--- config.mk ---
export PLATFORM = sky130hd
export DESIGN_NAME = fruit_ninja_engine
export DESIGN_NICKNAME = d
export VERILOG_FILES = /design/src/rtl/fruit_ninja_engine.sv
export SDC_FILE = /design/constraint.sdc
export NUM_CORES = 1
export LEC_CHECK = 0
export CAP_MARGIN = 20
export CORE_UTILIZATION = 45
export CTS_CLUSTER_DIAMETER = 50
export DETAILED_ROUTE_END_ITERATION = 8
export HOLD_SLACK_MARGIN = 0.02
export PLACE_DENSITY = 0.7
export SLEW_MARGIN = 40
export SYNTH_ARGS = -nofsm -noshare
export SYNTH_HDL_FRONTEND = slang
export SYNTH_SLANG_ARGS = --single-unit
--- constraint.sdc ---
create_clock -name single_pulse_clk -period 7 [get_ports single_pulse_clk]
set_clock_uncertainty 0.15 [all_clocks]
set_input_delay 1.75 -clock single_pulse_clk [delete_from_list [all_inputs] [get_ports single_pulse_clk]]
set_output_delay 1.75 -clock single_pulse_clk [all_outputs]
set_load 0.01 [all_outputs]
--- src/rtl/fruit_ninja_engine.sv ---
// Fruit-ninja game engine: spawns fruit into a ring of lanes on a fixed
// period, lets a loud-enough mic tone slice the lowest whole fruit, and
// tracks score, lives and game-over for the display logic.

// One fruit slot: empty / whole / sliced plus the fruit kind it holds.
module fruit_ninja_lane #(
  parameter int TYPE_W = 2
) (
  input  logic              clk,
  input  logic              rst_n,
  input  logic              i_clear,
  input  logic              i_slice,
  input  logic              i_spawn,
  input  logic [TYPE_W-1:0] i_type,
  output logic              o_whole,
  output logic              o_sliced,
  output logic [TYPE_W-1:0] o_type
);
  typedef enum logic [1:0] {L_EMPTY, L_WHOLE, L_SLICED} lane_t;

  lane_t             r_lane;
  logic [TYPE_W-1:0] r_type;

  // Spawn wins over slice so a lane sliced and respawned together ends whole.
  always_ff @(posedge clk or negedge rst_n) begin
    if (!rst_n) begin
      r_lane <= L_EMPTY;
      r_type <= '0;
    end else if (i_clear) begin
      r_lane <= L_EMPTY;
      r_type <= '0;
    end else if (i_spawn) begin
      r_lane <= L_WHOLE;
      r_type <= i_type;
    end else if (i_slice) begin
      r_lane <= L_SLICED;
    end
  end

  assign o_whole  = (r_lane == L_WHOLE);
  assign o_sliced = (r_lane == L_SLICED);
  assign o_type   = r_type;
endmodule

module fruit_ninja_engine #(
  parameter int         N_LANES        = 2,
  parameter int         N_TYPES        = 3,
  parameter int         SPAWN_PERIOD   = 2000,
  parameter int         SLICE_COOLDOWN = 250,
  parameter int         FREQ_THRESHOLD = 450,
  parameter int         MAX_LIVES      = 3,
  parameter int         SCORE_W        = 8,
  parameter logic [3:0] GAME_STATE     = 4'b0100,
  parameter logic [3:0] MENU_STATE     = 4'b0000,
  localparam int        TYPE_W         = (N_TYPES > 1) ? $clog2(N_TYPES) : 1,
  localparam int        LIFE_W         = $clog2(MAX_LIVES + 1)
) (
  input  logic                        single_pulse_clk,
  input  logic                        rst_n,
  input  logic [3:0]                  state,
  input  logic                        btnC,
  input  logic [11:0]                 frequency,
  input  logic [11:0]                 raw_mic_data,
  output logic [N_LANES*TYPE_W-1:0]   fruit_type,
  output logic [N_LANES-1:0]          fruit_whole,
  output logic [N_LANES-1:0]          fruit_sliced,
  output logic [SCORE_W-1:0]          score,
  output logic [LIFE_W-1:0]           lives,
  output logic                        fruit_ended,
  output logic                        slice_pulse,
  output logic                        miss_pulse
);
  localparam int TMR_W = (SPAWN_PERIOD > 1) ? $clog2(SPAWN_PERIOD) : 1;
  localparam int PTR_W = (N_LANES > 1) ? $clog2(N_LANES) : 1;
  localparam int CD_W  = (SLICE_COOLDOWN > 0) ? $clog2(SLICE_COOLDOWN + 1) : 1;

  localparam logic [TMR_W-1:0]  TMR_LAST  = TMR_W'(SPAWN_PERIOD - 1);
  localparam logic [PTR_W-1:0]  PTR_LAST  = PTR_W'(N_LANES - 1);
  localparam logic [11:0]       FREQ_TH   = FREQ_THRESHOLD[11:0];
  localparam logic [LIFE_W-1:0] LIVES_INI = LIFE_W'(MAX_LIVES);
  // The slicing cycle itself counts as the first cooldown cycle, so the
  // next slice can land exactly SLICE_COOLDOWN cycles after this one.
  localparam logic [CD_W-1:0]   COOL_LOAD = (SLICE_COOLDOWN > 0) ? CD_W'(SLICE_COOLDOWN - 1) : '0;

  typedef enum logic [1:0] {S_IDLE, S_PLAY, S_OVER} fsm_t;

  fsm_t               r_state, w_next;
  logic [TMR_W-1:0]   r_timer;
  logic [PTR_W-1:0]   r_ptr;
  logic [CD_W-1:0]    r_cool;
  logic [SCORE_W-1:0] r_score;
  logic [LIFE_W-1:0]  r_lives;
  logic               r_slice_pulse, r_miss_pulse;

  logic               w_clear, w_active, w_spawn, w_slice, w_miss, w_found;
  logic [N_LANES-1:0] w_whole, w_sliced, w_slice_sel, w_spawn_sel;
  logic [TYPE_W-1:0]  w_new_type;

  // FSM state register.
  always_ff @(posedge single_pulse_clk or negedge rst_n) begin
    if (!rst_n) r_state <= S_IDLE;
    else        r_state <= w_next;
  end

  // Next state; menu has priority, quit and out-of-lives only act while playing
  // (any other state code pauses the game and holds everything).
  always_comb begin
    w_next = r_state;
    case (r_state)
      S_IDLE: if (state == GAME_STATE) w_next = S_PLAY;
      S_PLAY: begin
        if (state == MENU_STATE)
          w_next = S_IDLE;
        else if (state == GAME_STATE && (btnC || r_lives == '0))
          w_next = S_OVER;
      end
      S_OVER: if (state == MENU_STATE) w_next = S_IDLE;
      default: w_next = S_IDLE;
    endcase
  end

  // FSM outputs: clear while idle or when heading back to menu, run only in unpaused play.
  always_comb begin
    w_clear     = (r_state == S_IDLE) || (state == MENU_STATE);
    w_active    = (r_state == S_PLAY) && (state == GAME_STATE) && (r_lives != '0);
    fruit_ended = (r_state == S_OVER);
  end

  assign w_spawn    = w_active && (r_timer == TMR_LAST);
  assign w_slice    = w_active && (frequency > FREQ_TH) && (r_cool == '0) && (|w_whole);
  assign w_new_type = TYPE_W'(raw_mic_data % 12'(N_TYPES));

  // Slice target is the lowest-index whole lane, taken from pre-spawn contents.
  always_comb begin
    w_slice_sel = '0;
    w_found     = 1'b0;
    for (int k = 0; k < N_LANES; k++) begin
      if (!w_found && w_whole[k]) begin
        w_slice_sel[k] = w_slice;
        w_found        = 1'b1;
      end
    end
  end

  // Decode the spawn pointer into a per-lane spawn strobe.
  always_comb begin
    w_spawn_sel = '0;
    for (int k = 0; k < N_LANES; k++)
      w_spawn_sel[k] = w_spawn && (r_ptr == PTR_W'(k));
  end

  // A whole fruit overwritten by a spawn is a miss unless it was sliced this very cycle.
  assign w_miss = |(w_spawn_sel & w_whole & ~w_slice_sel);

  genvar g;
  generate
    for (g = 0; g < N_LANES; g++) begin : g_lane
      fruit_ninja_lane #(.TYPE_W(TYPE_W)) u_lane (
        .clk      (single_pulse_clk),
        .rst_n    (rst_n),
        .i_clear  (w_clear),
        .i_slice  (w_slice_sel[g]),
        .i_spawn  (w_spawn_sel[g]),
        .i_type   (w_new_type),
        .o_whole  (w_whole[g]),
        .o_sliced (w_sliced[g]),
        .o_type   (fruit_type[g*TYPE_W +: TYPE_W])
      );
    end
  endgenerate

  // Spawn timer and round-robin spawn pointer.
  always_ff @(posedge single_pulse_clk or negedge rst_n) begin
    if (!rst_n) begin
      r_timer <= '0;
      r_ptr   <= '0;
    end else if (w_clear) begin
      r_timer <= '0;
      r_ptr   <= '0;
    end else if (w_active) begin
      r_timer <= w_spawn ? '0 : r_timer + 1'b1;
      if (w_spawn) r_ptr <= (r_ptr == PTR_LAST) ? '0 : r_ptr + 1'b1;
    end
  end

  // Score, lives and slice cooldown, all saturating.
  always_ff @(posedge single_pulse_clk or negedge rst_n) begin
    if (!rst_n) begin
      r_score <= '0;
      r_lives <= LIVES_INI;
      r_cool  <= '0;
    end else if (w_clear) begin
      r_score <= '0;
      r_lives <= LIVES_INI;
      r_cool  <= '0;
    end else if (w_active) begin
      if (w_slice && r_score != {SCORE_W{1'b1}}) r_score <= r_score + 1'b1;
      if (w_miss && r_lives != '0)               r_lives <= r_lives - 1'b1;
      if (w_slice)                               r_cool  <= COOL_LOAD;
      else if (r_cool != '0)                     r_cool  <= r_cool - 1'b1;
    end
  end

  // Event strobes, one cycle per event and never held through a pause.
  always_ff @(posedge single_pulse_clk or negedge rst_n) begin
    if (!rst_n) begin
      r_slice_pulse <= 1'b0;
      r_miss_pulse  <= 1'b0;
    end else begin
      r_slice_pulse <= w_slice;
      r_miss_pulse  <= w_miss;
    end
  end

  assign fruit_whole  = w_whole;
  assign fruit_sliced = w_sliced;
  assign score        = r_score;
  assign lives        = r_lives;
  assign slice_pulse  = r_slice_pulse;
  assign miss_pulse   = r_miss_pulse;
endmodule

# Yosys cells after proc, flatten, opt, wreduce, memory -nomap -nowiden
# Cells that the tools add are included.
# totals
ff_bits,42
in_bits,31
out_inout_bits,21
wordCells,107
# op_classes
addsub,5
n_div,1
order_cmp,1
eq_ne,12
mux,35
bitwise_logic,4
reduce_logical,37
# op_table
op,count
$mux W8,7
$mux W2,17
$mux W11,3
$reduce_bool A2 Y1,7
$gt A12 B9 Y1 const B,1
$logic_and A1 B1 Y1,12
$mod A12 B2 Y12 const B,1
$add A11 B1 Y11 const B,1
$eq A11 B11 Y1 const B,1
$reduce_bool A3 Y1,3
$add A8 B1 Y8 const B,1
$logic_not A8 Y1,1
$ne A8 B8 Y1 const B,1
$reduce_and A2 Y1,4
$reduce_bool A8 Y1,1
$sub A8 B1 Y8 const B,1
$mux W1,7
$eq A2 B1 Y1 const B,3
$eq A2 B2 Y1 const B,3
$pmux W2 S3,1
$and A2 B2 Y2,2
$eq A4 B3 Y1 const B,1
$logic_not A2 Y1,2
$logic_not A4 Y1,1
other kinds (10),13

# Depth between registers and ports, before layout
# depth
depth_word,14
ltp_mapped,18
mapped_depth_nobuf,16

# Cells and area by module
# Synthesis repeated with hierarchy kept, for this count alone.
# unflattened
cells_unflattened,337
area_unflattened_um2,2864.0
# by_module_without_submodules
module,n_inst,cells_per_inst,area_per_inst_um2,seq_area_each_um2
fruit_ninja_engine,1,307,2536.2,853.3
fruit_ninja_lane,2,15,163.9,100.1

# Worst setup path after synthesis
# No wires, ideal clock.
# synth_path
path_kind,input to register
startpoint,input port raw_mic_data[7]
endpoint,register g_lane[1].u_lane.r_type[0]
setup_time_ns,0.069
arrival_ns,4.994
t_required_ns,6.781
setup_slack_ns,1.786
cell_stages,18
n_path_buf,2
cell_sequence,buf_4 -> or3b_1 -> nand3_1 -> a32oi_1 -> and2_4 -> or3_1 -> and3_1 -> buf_2 -> nand3_1 -> o21ai_0 -> ha_1 -> a2111oi_0 -> o21bai_1 -> ha_1 -> inv_1 -> o311a_4 -> or4_1 -> nand3_1
# synth_via
elab_chain_len,3
# synth_lines
element,line,rtl
from (decl),63,"input logic [11:0] raw_mic_data,"
$mod A12 B2 Y12,131,assign w_new_type = TYPE_W'(raw_mic_data % 12'(N_TYPES));
$mux W2,32,end else if (i_spawn) begin
$mux W2,29,end else if (i_clear) begin
to (signal assigned),34,r_type <= i_type;
to (decl),22,logic [TYPE_W-1:0] r_type;
# Every way passes these cells. The select of a mux whose other input is x is not followed.
# A chain may end at the register's enable or synchronous reset.

# Worst setup path in the final report
# layout_path
startpoint,input port raw_mic_data[9]
endpoint,register g_lane[1].u_lane.r_type[0]
# The elaborated chain is that of the path after synthesis.

==> metrics.csv <==
metric,value,unit
share of total power in the clock network,0.309,
Routed wire per std cell,14.21,µm
largest voltage drop on the vdd net,0.1090,mV
CP cell instances,clkdlybuf4s50_1 > inv_1 > a21o_1 > o2bb2ai_1 > a21oi_1 > o31ai_2 > and3_1 > o21ai_0 > ha_1 > a2111oi_0 > o21bai_1 > ha_1 > inv_1 > o311a_4 > or4_1 > nand3_1,
die extent in y,81.69,µm
family with the most delay on the worst path,compound AO/OA/AOI/OAI gates,
final hold slack,0.3524,ns
layout net count,414,
"basic-gate share of the synthesized area counting and, or, nand and nor cells",0.2933,
average cell area after synthesis,8.531,µm²
compound-cell area share of the yosys netlist,0.2018,
minimum setup slack among reg-to-reg paths,3.40,ns
clock tree from TritonCTS,done,
TritonCTS Buffers,5,
area of the die,6673,µm²
final wirelength,6436,µm
number of synthesis warnings,0,
Sequential Area,1054,µm²
Post-Place Worst Slack,0.9717,ns
worst hold path stage count,1,
number of sinks on the clock net,42,
path type of the worst setup path,input port to register,
DRT antenna net count,0,
final-report setup violation count,0,
Clock Tree Root,clkbuf_8,
Vias per Instance,5.863,
buffers plus inverters on the worst setup path,3,
Post-CTS Hold Fix Bufs,0,
Worst Reg2Reg Path Length in Cells,11,
share of layout cells above drive strength 1,0.06614,
largest buffer count on any clock path,2,
power density over the cells,150.3,nW/µm²
Total GRT Usage,0.2110,
largest net degree at the start of global routing,43,
tightest slew margin relative to the limit,0.5163,
number of DRC markers after the initial detailed-route iteration,142,
kind of start point of the critical path,input port,
"share of synthesized cell area in full adder, half adder and majority cells",0.02627,
setup repair after global routing missed its margin,false,
max capacitance violation total,0,
"commonest cells after routing, fill and taps aside","clkdlybuf4s50_1 (50), dfrtp_1 (40), nand2_1 (26), nor2_1 (26), a21oi_1 (25)",
global-route wire length before repair,10880,µm
Final WS setup,1.208,ns
cells after synthesis,335,
number of antenna diodes,0,
critical path arrival,5.88,ns
post-synthesis sequential area ratio,0.3687,
share of the synthesized netlist area taken by xor and xnor gates,0.04597,
total power consumption of the routed design,0.5213,mW
part of the power in combinational logic,0.217,
area of the mapped netlist,2858,µm²
switching component of the power,0.1498,mW
Hold Fails Final Rpt,0,
number of gates resized after CTS,0,
"flops & latches, synth",42,
standard-cell row count,28,
Post-route DRC,0,
async set or reset register ratio after synthesis,1.000,
setup tns final,0,ns
status,"complete, no violations",
capture endpoint of the worst hold path,r_cool[7],
core region area,6026,µm²
"commonest non-fill, non-tap cell in the layout",clkdlybuf4s50_1,
crit end category,register,
dominant register cell in the synthesized netlist,dfrtp_1,
final slew viol count,0,
clock period minus final worst setup slack,5.792,ns
via count of the first global-routing pass,2416,
count of buffers added by post-CTS timing repair for setup,0,
Area Overhead vs Synth,21.37,%
worst flop-to-flop path endpoint,r_cool[6],
# H-tree levels,2,
Vias,2656,
Ports,52,
portion of the clock cycle consumed by the worst path in the final layout,0.8275,
internal power,0.3715,mW
final estimated routing congestion in global placement,0.8702,
launch instance of the worst min-delay path,r_cool[7],
worst hold path type,register to register,
"EDFF count, synth",0,
final global-route overflow total,0,
number of antenna violations at the first check in global routing,0,
Mapped Nets,372,
dominant combinational cell family by area after synthesis,simple AND/OR/NAND/NOR gates,
slowest stage cell on the critical path,clkdlybuf4s50_1,
unique cell type count in the Yosys netlist,63,
first-pass detailed-route iteration total,4,
measured slew at the worst slew-check pin,0.7207,ns
multi-input combinational cell area,1648,µm²
peak clock frequency supported by timing,0.1726,GHz
number of fillers in the final layout,557,
proportion of synthesized area in mux cells,0.007005,
start of the worst register-to-register path,lives[0],
delay contributed by the slowest stage of the critical path,0.69,ns
Initial Util,0.4743,
net switching fraction of the power,0.2874,
Critical Path Fanout Max,11,
detailed-placement wirelength estimate,4638,µm
source-to-sink clock delay at the later pin of the worst-skew pair,0.29,ns
part of the power in registers,0.473,
die outline width,81.69,µm
PortBufs,51,
Clock transition at path regs,0.08,ns
required time at the endpoint of the critical path,7.09,ns
cell leakage power,1.459,nW
## area by class of cell
class,count,share of cell area
well taps,75,0.02706
clock buffers,8,0.02597
repair buffers,52,0.1486
flip-flops and latches,42,0.3038
multi-input cells,258,0.4751
inverters,18,0.01948
## synthesized netlist by cell type (7+ instances only)
| master | instances | area [µm²] |
|---|---|---|
| or3_1 | 8 | 50.05 |
| nand2_1 | 26 | 97.59 |
| clkbuf_1 | 9 | 33.78 |
| nand3b_1 | 7 | 52.55 |
| nor2_1 | 26 | 97.59 |
| inv_1 | 17 | 63.81 |
| o21ai_0 | 20 | 100.1 |
| nor3_1 | 12 | 60.06 |
| nand3_1 | 22 | 110.1 |
| xor2_1 | 11 | 96.34 |
| nand4_1 | 7 | 43.79 |
| dfrtp_1 | 40 | 1001 |
| a21oi_1 | 25 | 125.1 |
## registers in the layout, indices dropped and copies added (netlist names)
name	cells
miss_pulse	1
r_state	2
g_lane.u_lane.o_type	4
slice_pulse	1
lives	2
r_ptr	1
r_timer	11
score	8
g_lane.u_lane.r_lane	4
r_cool	8
## power groups by stage
stage | Combinational (mW) | Clock, mW | Sequential (mW)
after detailed placement | 0.113 | 0 | 0.251
final | 0.113 | 0.161 | 0.247
after global routing | 0.125 | 0.178 | 0.247
after CTS | 0.113 | 0.167 | 0.247
after floorplan | 0.0724 | 0 | 0.250
after global placement | 0.110 | 0 | 0.251
## metrics by stage
stage / cells / cell area, µm² / utilization
3_3_place_gp: 445 / 3376 / 0.5602
5_1_grt: 453 / 3468 / 0.5756
2_1_floorplan: 335 / 2858 / -
3_5_place_dp: 445 / 3378 / 0.5606
6_report: 453 / 3468 / 0.5756
4_1_cts: 453 / 3468 / 0.5756
## how the worst max path moves through the flow
stage	startpoint	endpoint	cells past startpoint
2_1_floorplan	raw_mic_data[7]	g_lane[1].u_lane.o_type[0]	18
3_3_place_gp	raw_mic_data[10]	g_lane[1].u_lane.o_type[0]	17
3_5_place_dp	raw_mic_data[9]	g_lane[1].u_lane.o_type[0]	16
4_1_cts	raw_mic_data[9]	g_lane[1].u_lane.o_type[0]	16
5_1_grt	raw_mic_data[9]	g_lane[1].u_lane.o_type[0]	16
6_report	raw_mic_data[9]	g_lane[1].u_lane.o_type[0]	16
## logic make-up (layout without fill, tap and decap cells)
group | after synthesis | in the layout
fa+ha+maj | 6 | 6
mux | 2 | 2
flops | 42 | 42
xor+xnor | 15 | 15
compound gates | 85 | 85
buf+inv | 35 | 78
simple gates | 150 | 150
## per-layer routing
layer	vias to the layer above	track usage	share of wire
li1	1311	-	-
met1	1255	0.2774	0.49
met2	81	0.3442	0.45
met3	9	0.05556	0.058
met4	0	0.05439	0.0075
met5	-	0	0
Power figures use the tool's default switching activity.
